===== src/rtl/stk_pipe_wrbk.sv =====
// stk_pipe_wrbk: writeback stage of the stack pipe; commits per-engine context,
// holds one response per engine and queues freed line pointers for the allocator.
module stk_pipe_wrbk #(
    parameter int ENGS_N      = 4,
    parameter int PTR_W       = 8,
    parameter int DAT_W       = 128,
    parameter int DEALLOC_Q_N = 4,
    localparam int ENG_W = ENGS_N > 1 ? $clog2(ENGS_N) : 1,
    localparam int QA_W  = $clog2(DEALLOC_Q_N)
) (
    input  logic                        clk,
    input  logic                        arst,
    input  logic                        i_wrbk_uc_vld_r,
    input  logic [ENG_W-1:0]            i_wrbk_uc_engid_r,
    input  logic [1:0]                  i_wrbk_uc_opcode_r,
    input  logic                        i_wrbk_uc_head_vld_r,
    input  logic [PTR_W-1:0]            i_wrbk_uc_head_ptr_r,
    input  logic                        i_wrbk_uc_tail_vld_r,
    input  logic [PTR_W-1:0]            i_wrbk_uc_tail_ptr_r,
    input  logic [DAT_W-1:0]            i_wrbk_dat_r,
    output logic [ENGS_N-1:0]           o_ctx_head_vld,
    output logic [ENGS_N*PTR_W-1:0]     o_ctx_head_ptr,
    output logic [ENGS_N-1:0]           o_ctx_tail_vld,
    output logic [ENGS_N*PTR_W-1:0]     o_ctx_tail_ptr,
    output logic [ENGS_N*(PTR_W+1)-1:0] o_ctx_cnt,
    output logic [ENGS_N-1:0]           o_rsp_vld,
    output logic [ENGS_N-1:0]           o_rsp_err,
    output logic [ENGS_N*DAT_W-1:0]     o_rsp_dat,
    input  logic [ENGS_N-1:0]           i_rsp_ack,
    output logic                        o_rsp_ovf,
    output logic                        o_dealloc_vld,
    output logic [PTR_W-1:0]            o_dealloc_ptr,
    input  logic                        i_dealloc_rdy,
    output logic                        o_dealloc_full,
    output logic                        o_dealloc_drop
);
    localparam logic [1:0] OP_NOP  = 2'd0;
    localparam logic [1:0] OP_PUSH = 2'd1;
    localparam logic [1:0] OP_POP  = 2'd2;
    localparam logic [1:0] OP_INSP = 2'd3;
    localparam logic [PTR_W:0] CNT_MAX = {1'b1, {PTR_W{1'b0}}};
    localparam logic [PTR_W:0] CNT_ONE = {{PTR_W{1'b0}}, 1'b1};

    logic [ENGS_N-1:0]                  head_vld_q, head_vld_d, tail_vld_q, tail_vld_d;
    logic [ENGS_N-1:0][PTR_W-1:0]       head_ptr_q, head_ptr_d, tail_ptr_q, tail_ptr_d;
    logic [ENGS_N-1:0][PTR_W:0]         cnt_q, cnt_d;
    logic [ENGS_N-1:0]                  rsp_vld_q, rsp_vld_d, rsp_err_q, rsp_err_d;
    logic [ENGS_N-1:0][DAT_W-1:0]       rsp_dat_q, rsp_dat_d;
    logic                               rsp_ovf_q, rsp_ovf_d, drop_q, drop_d;
    logic [QA_W:0]                      wr_q, wr_d, rd_q, rd_d, occ;
    logic [DEALLOC_Q_N-1:0][PTR_W-1:0]  mem_q, mem_d;
    logic [PTR_W:0]                     cur_cnt;
    logic                               is_push, is_pop, is_insp, push_ok, pop_ok, rsp_new, deq, enq;

    assign cur_cnt = cnt_q[i_wrbk_uc_engid_r];
    assign is_push = i_wrbk_uc_vld_r && i_wrbk_uc_opcode_r == OP_PUSH;
    assign is_pop  = i_wrbk_uc_vld_r && i_wrbk_uc_opcode_r == OP_POP;
    assign is_insp = i_wrbk_uc_vld_r && i_wrbk_uc_opcode_r == OP_INSP;
    assign rsp_new = i_wrbk_uc_vld_r && i_wrbk_uc_opcode_r != OP_NOP;
    assign push_ok = is_push && cur_cnt != CNT_MAX;
    assign pop_ok  = is_pop && cur_cnt != '0;
    assign occ     = wr_q - rd_q;
    assign deq     = wr_q != rd_q && i_dealloc_rdy;
    // A full queue still accepts a freed pointer when an entry leaves in the same cycle.
    assign enq     = pop_ok && (occ != (QA_W+1)'(DEALLOC_Q_N) || deq);

    always_comb begin
        head_vld_d = head_vld_q;
        head_ptr_d = head_ptr_q;
        tail_vld_d = tail_vld_q;
        tail_ptr_d = tail_ptr_q;
        cnt_d      = cnt_q;
        rsp_vld_d  = rsp_vld_q & ~i_rsp_ack;
        rsp_err_d  = rsp_err_q;
        rsp_dat_d  = rsp_dat_q;
        rsp_ovf_d  = 1'b0;
        if (push_ok || pop_ok) begin
            head_vld_d[i_wrbk_uc_engid_r] = i_wrbk_uc_head_vld_r;
            head_ptr_d[i_wrbk_uc_engid_r] = i_wrbk_uc_head_ptr_r;
            tail_vld_d[i_wrbk_uc_engid_r] = i_wrbk_uc_tail_vld_r;
            tail_ptr_d[i_wrbk_uc_engid_r] = i_wrbk_uc_tail_ptr_r;
            cnt_d[i_wrbk_uc_engid_r]      = push_ok ? cur_cnt + CNT_ONE : cur_cnt - CNT_ONE;
        end
        if (rsp_new) begin
            rsp_vld_d[i_wrbk_uc_engid_r] = 1'b1;
            rsp_err_d[i_wrbk_uc_engid_r] = (is_push && !push_ok) || (is_pop && !pop_ok) || (is_insp && cur_cnt == '0);
            rsp_dat_d[i_wrbk_uc_engid_r] = (pop_ok || is_insp) ? i_wrbk_dat_r : '0;
            rsp_ovf_d = rsp_vld_q[i_wrbk_uc_engid_r] && !i_rsp_ack[i_wrbk_uc_engid_r];
        end
    end

    always_comb begin
        mem_d = mem_q;
        if (enq) mem_d[wr_q[QA_W-1:0]] = head_ptr_q[i_wrbk_uc_engid_r];
        wr_d   = wr_q + {{QA_W{1'b0}}, enq};
        rd_d   = rd_q + {{QA_W{1'b0}}, deq};
        drop_d = drop_q || (pop_ok && !enq);
    end

    always_ff @(posedge clk or posedge arst) begin
        if (arst) begin
            head_vld_q <= '0;
            head_ptr_q <= '0;
            tail_vld_q <= '0;
            tail_ptr_q <= '0;
            cnt_q      <= '0;
            rsp_vld_q  <= '0;
            rsp_err_q  <= '0;
            rsp_dat_q  <= '0;
            rsp_ovf_q  <= 1'b0;
            drop_q     <= 1'b0;
            wr_q       <= '0;
            rd_q       <= '0;
        end else begin
            head_vld_q <= head_vld_d;
            head_ptr_q <= head_ptr_d;
            tail_vld_q <= tail_vld_d;
            tail_ptr_q <= tail_ptr_d;
            cnt_q      <= cnt_d;
            rsp_vld_q  <= rsp_vld_d;
            rsp_err_q  <= rsp_err_d;
            rsp_dat_q  <= rsp_dat_d;
            rsp_ovf_q  <= rsp_ovf_d;
            drop_q     <= drop_d;
            wr_q       <= wr_d;
            rd_q       <= rd_d;
        end
    end

    always_ff @(posedge clk) begin
        mem_q <= mem_d;
    end

    assign o_ctx_head_vld = head_vld_q;
    assign o_ctx_head_ptr = head_ptr_q;
    assign o_ctx_tail_vld = tail_vld_q;
    assign o_ctx_tail_ptr = tail_ptr_q;
    assign o_ctx_cnt      = cnt_q;
    assign o_rsp_vld      = rsp_vld_q;
    assign o_rsp_err      = rsp_err_q;
    assign o_rsp_dat      = rsp_dat_q;
    assign o_rsp_ovf      = rsp_ovf_q;
    assign o_dealloc_vld  = wr_q != rd_q;
    assign o_dealloc_ptr  = mem_q[rd_q[QA_W-1:0]];
    assign o_dealloc_full = occ >= (QA_W+1)'(DEALLOC_Q_N - 2);
    assign o_dealloc_drop = drop_q;
endmodule

===== config.mk =====
export PLATFORM = sky130hd
export DESIGN_NAME = stk_pipe_wrbk
export DESIGN_NICKNAME = d
export VERILOG_FILES = /design/src/rtl/stk_pipe_wrbk.sv
export SDC_FILE = /design/constraint.sdc
export NUM_CORES = 1
export LEC_CHECK = 0
export BUFFER_PORTS_ARGS = -buffer_cell sky130_fd_sc_hd__buf_2
export CAP_MARGIN = 20
export CORE_AREA = 2 2 309 311
export DETAILED_ROUTE_END_ITERATION = 6
export DIE_AREA = 0 0 311 313
export GPL_ROUTABILITY_DRIVEN = 0
export PLACE_DENSITY = 0.56
export SYNTH_ARGS = -nofsm -noshare
export SYNTH_HDL_FRONTEND = slang
export SYNTH_SLANG_ARGS = --single-unit
export TNS_END_PERCENT = 50

===== constraint.sdc =====
create_clock -name clk -period 18.1 [get_ports clk]
set_input_delay 0.905 -clock clk [delete_from_list [all_inputs] [get_ports clk]]
set_output_delay 0.905 -clock clk [all_outputs]
set_load 0.01 [all_outputs]

==> flow_metrics.tcl <==
set metrics [dict create \
    clk_pin_slew_worst_paths_ns 0.06 \
    drt_iter0_drc 1496 \
    crit_path_end_kind "flip-flop" \
    drv_cap 0 \
    ctsRootBufferMaster "clkbuf_16" \
    dieArea_um2 97300 \
    cp_max_fo 27 \
    ff2ff_path_depth 10 \
    crit_arrival_ns 4.86 \
    placement_rows 113 \
    grt_pass1_wl_um 138000 \
    avgViaCountPerCell 4.64 \
    fp.dieW_um 311 \
    io_buffers 797 \
    timing.rr.end "o_ctx_cnt[7]" \
    yosysUniqueCellTypes 48 \
    setup_viol 0 \
    nNetsFinal 3203 \
    worst-endpoint-required_ns 18.61 \
    async_flop_share_pct 95.2 \
    grt_pass1_vias 20300 \
    cts.path.max_buffers 3 \
    worstMarginPinSlew_ns 1.05 \
    yosys-top-cells-area "dfrtp_1 63%, o21ai_0 9.9%, nand2_1 9.7%, mux2_2 4.1%, edfxtp_1 3.8%" \
    clock_sink_count 668 \
    numCtsBuffers 77 \
    design.core.area_um2 94200 \
    cts_max_level 3 \
    avgRoutedWirePerCell_um 21.4 \
    grt_overflow 0 \
    final_common_cell "buf_2" \
    critical_path_class "in2reg" \
    fillers 9635 \
    cts_tree "built" \
    insertion_delay_ns 0.66 \
    seq_area_frac_synth_pct 66.8 \
    antenna_found_initial 11 \
    ir_drop_mv 0.0582 \
    max_freq_mhz 230 \
    pin_count 798 \
    hpwl_um 63600 \
    synth_top_cell_area_share_pct 63.0 \
    firstDrtPassIters 5 \
    fin_tns_setup_ns 0 \
    slew_violations 0 \
    drive_above_1_share_pct 35.3 \
    yosys.area.top_type "dfrtp_1" \
    fin_area_um2 33300 \
    postCtsSetupBuffers 0 \
    mostFrequentLayoutCells "797 x buf_2, 652 x nand2_1, 636 x dfrtp_1, 501 x o21ai_0, 93 x mux2_2" \
    drt.antenna.violating_nets 0 \
    cp-start-kind "input pin" \
    drc 0 \
    total_power_mw 4.45 \
    r2r-start "o_ctx_cnt[27]" \
    grt_max_degree 162 \
    syn_to_final_growth_pct 31.5 \
    ys.warnings.count 0 \
    status "complete, no violations" \
    relSlewSlack_pct 30.0 \
    die_y_um 313 \
    min_path_type "in2async" \
    wl_um 93500 \
    hold_buffers 0 \
    grt_setup_unrepaired "false" \
    synth_edf_count 32 \
    hold_viol 0 \
    ys.flop_type "dfrtp_1" \
    period_minus_slack_ns 4.35 \
    finalClockSkew_ns 0.0368 \
    syn_inst 2265 \
    cts-resized-gates 0 \
    min_period_over_period_pct 24.1 \
    r2r_slack_ns 14.35 \
    p_leak_nw 16.5 \
    cellPowerDensity_nw_per_um2 134 \
    syn_nets 2438 \
    post_synth.cell_area_avg_um2 11.2 \
    grtUsageTotal_pct 18.7 \
    ys_seq_elements 668 \
    utilization_pct 35.3 \
    placed_area_um2 30600 \
    synth_area_um2 25300 \
    vias 20300 \
    initial_utilization_pct 26.8 \
]
logic make-up after synthesis:
group	share of synthesized area (%)
buf+inv	2.76
compound gates	11.6
mux	6.53
simple gates	11.2
xor+xnor	0.347
fa+ha+maj	0.802
flops	66.8
worst max-delay path, stage by stage:
cell and delay, ns:
buf_2 0.61, mux4_2 0.70, nor4_2 0.30, buf_4 0.25, a31o_2 0.30, ha_1 0.33, a2111oi_0 0.48, o221ai_1 0.24
a41oi_1 0.29, xnor2_1 0.15, mux2_2 0.28
layer usage:
| layer | routed length, um | track usage (%) | up-vias |
|---|---|---|---|
| li1 | - | - | 9168 |
| met1 | 38500 | 23.7 | 10200 |
| met2 | 44600 | 29.9 | 759 |
| met3 | 6700 | 4.82 | 159 |
| met4 | 3690 | 8.79 | 2 |
| met5 | 11 | 0 | - |
final cells by class:
class                   instances  area, um^2  area share, %
clock buffers                 107        2180           6.56
well taps                    1265        1580           4.76
clock inverters                31         399           1.20
inverters                      15        60.1          0.181
multi-input cells            1435        7850           23.6
diodes                          9        22.5         0.0677
flip-flops and latches        668       16900           50.8
repair buffers                833        4280           12.9
worst max-delay path by stage:
stage,from,end,slack [ns]
2_1_floorplan,arst,o_ctx_cnt[0],8.51
3_3_place_gp,arst,o_rsp_dat[327],13.20
3_5_place_dp,i_wrbk_uc_engid_r[0],o_ctx_cnt[34],13.09
4_1_cts,i_wrbk_uc_engid_r[0],o_ctx_cnt[34],13.79
5_1_grt,i_wrbk_uc_engid_r[0],o_ctx_cnt[7],13.51
6_report,i_wrbk_uc_engid_r[0],o_ctx_cnt[7],13.75
where the power goes:
group / leakage [nW] / internal [mW] / switching (mW)
Combinational: 6.54 / 0.384 / 0.568
Sequential: 8.72 / 1.73 / 0.151
Clock: 1.28 / 0.960 / 0.652
Total: 16.5 / 3.08 / 1.37
registers in the layout, indices dropped and copies added, names as in the netlist:
register and count:
rd_q 3, o_ctx_cnt 36, o_rsp_vld 4, o_ctx_tail_vld 4, o_ctx_tail_ptr 32, o_ctx_head_vld 4, wr_q 3, o_rsp_dat 512
o_rsp_err 4, o_ctx_head_ptr 32, mem_q 32, o_dealloc_drop 1, o_rsp_ovf 1
cells in the mapped netlist, types with 5 or more instances:
| cell | number |
|---|---|
| o21ai_0 | 501 |
| nor3_1 | 8 |
| mux4_2 | 25 |
| nand3_1 | 7 |
| nand2_1 | 655 |
| clkbuf_2 | 23 |
| buf_2 | 46 |
| nor2_1 | 16 |
| xnor2_1 | 7 |
| a21oi_1 | 10 |
| ha_1 | 13 |
| o21ai_1 | 21 |
| inv_1 | 15 |
| nand2b_1 | 8 |
| nor2b_1 | 7 |
| a211oi_1 | 5 |
| edfxtp_1 | 32 |
| dfrtp_1 | 636 |
| mux2_2 | 93 |
| clkbuf_1 | 76 |
metrics by stage:
step                hold slack (ns)  setup slack (ns)  cells
finish                        0.272             13.75   4363
floorplan                     0.462              8.51   2265
global placement              0.456             13.20   4214
CTS                           0.396             13.79   4353
detailed placement            0.462             13.09   4215
global route                  0.278             13.51   4360
(Power assumes the default switching activity.)
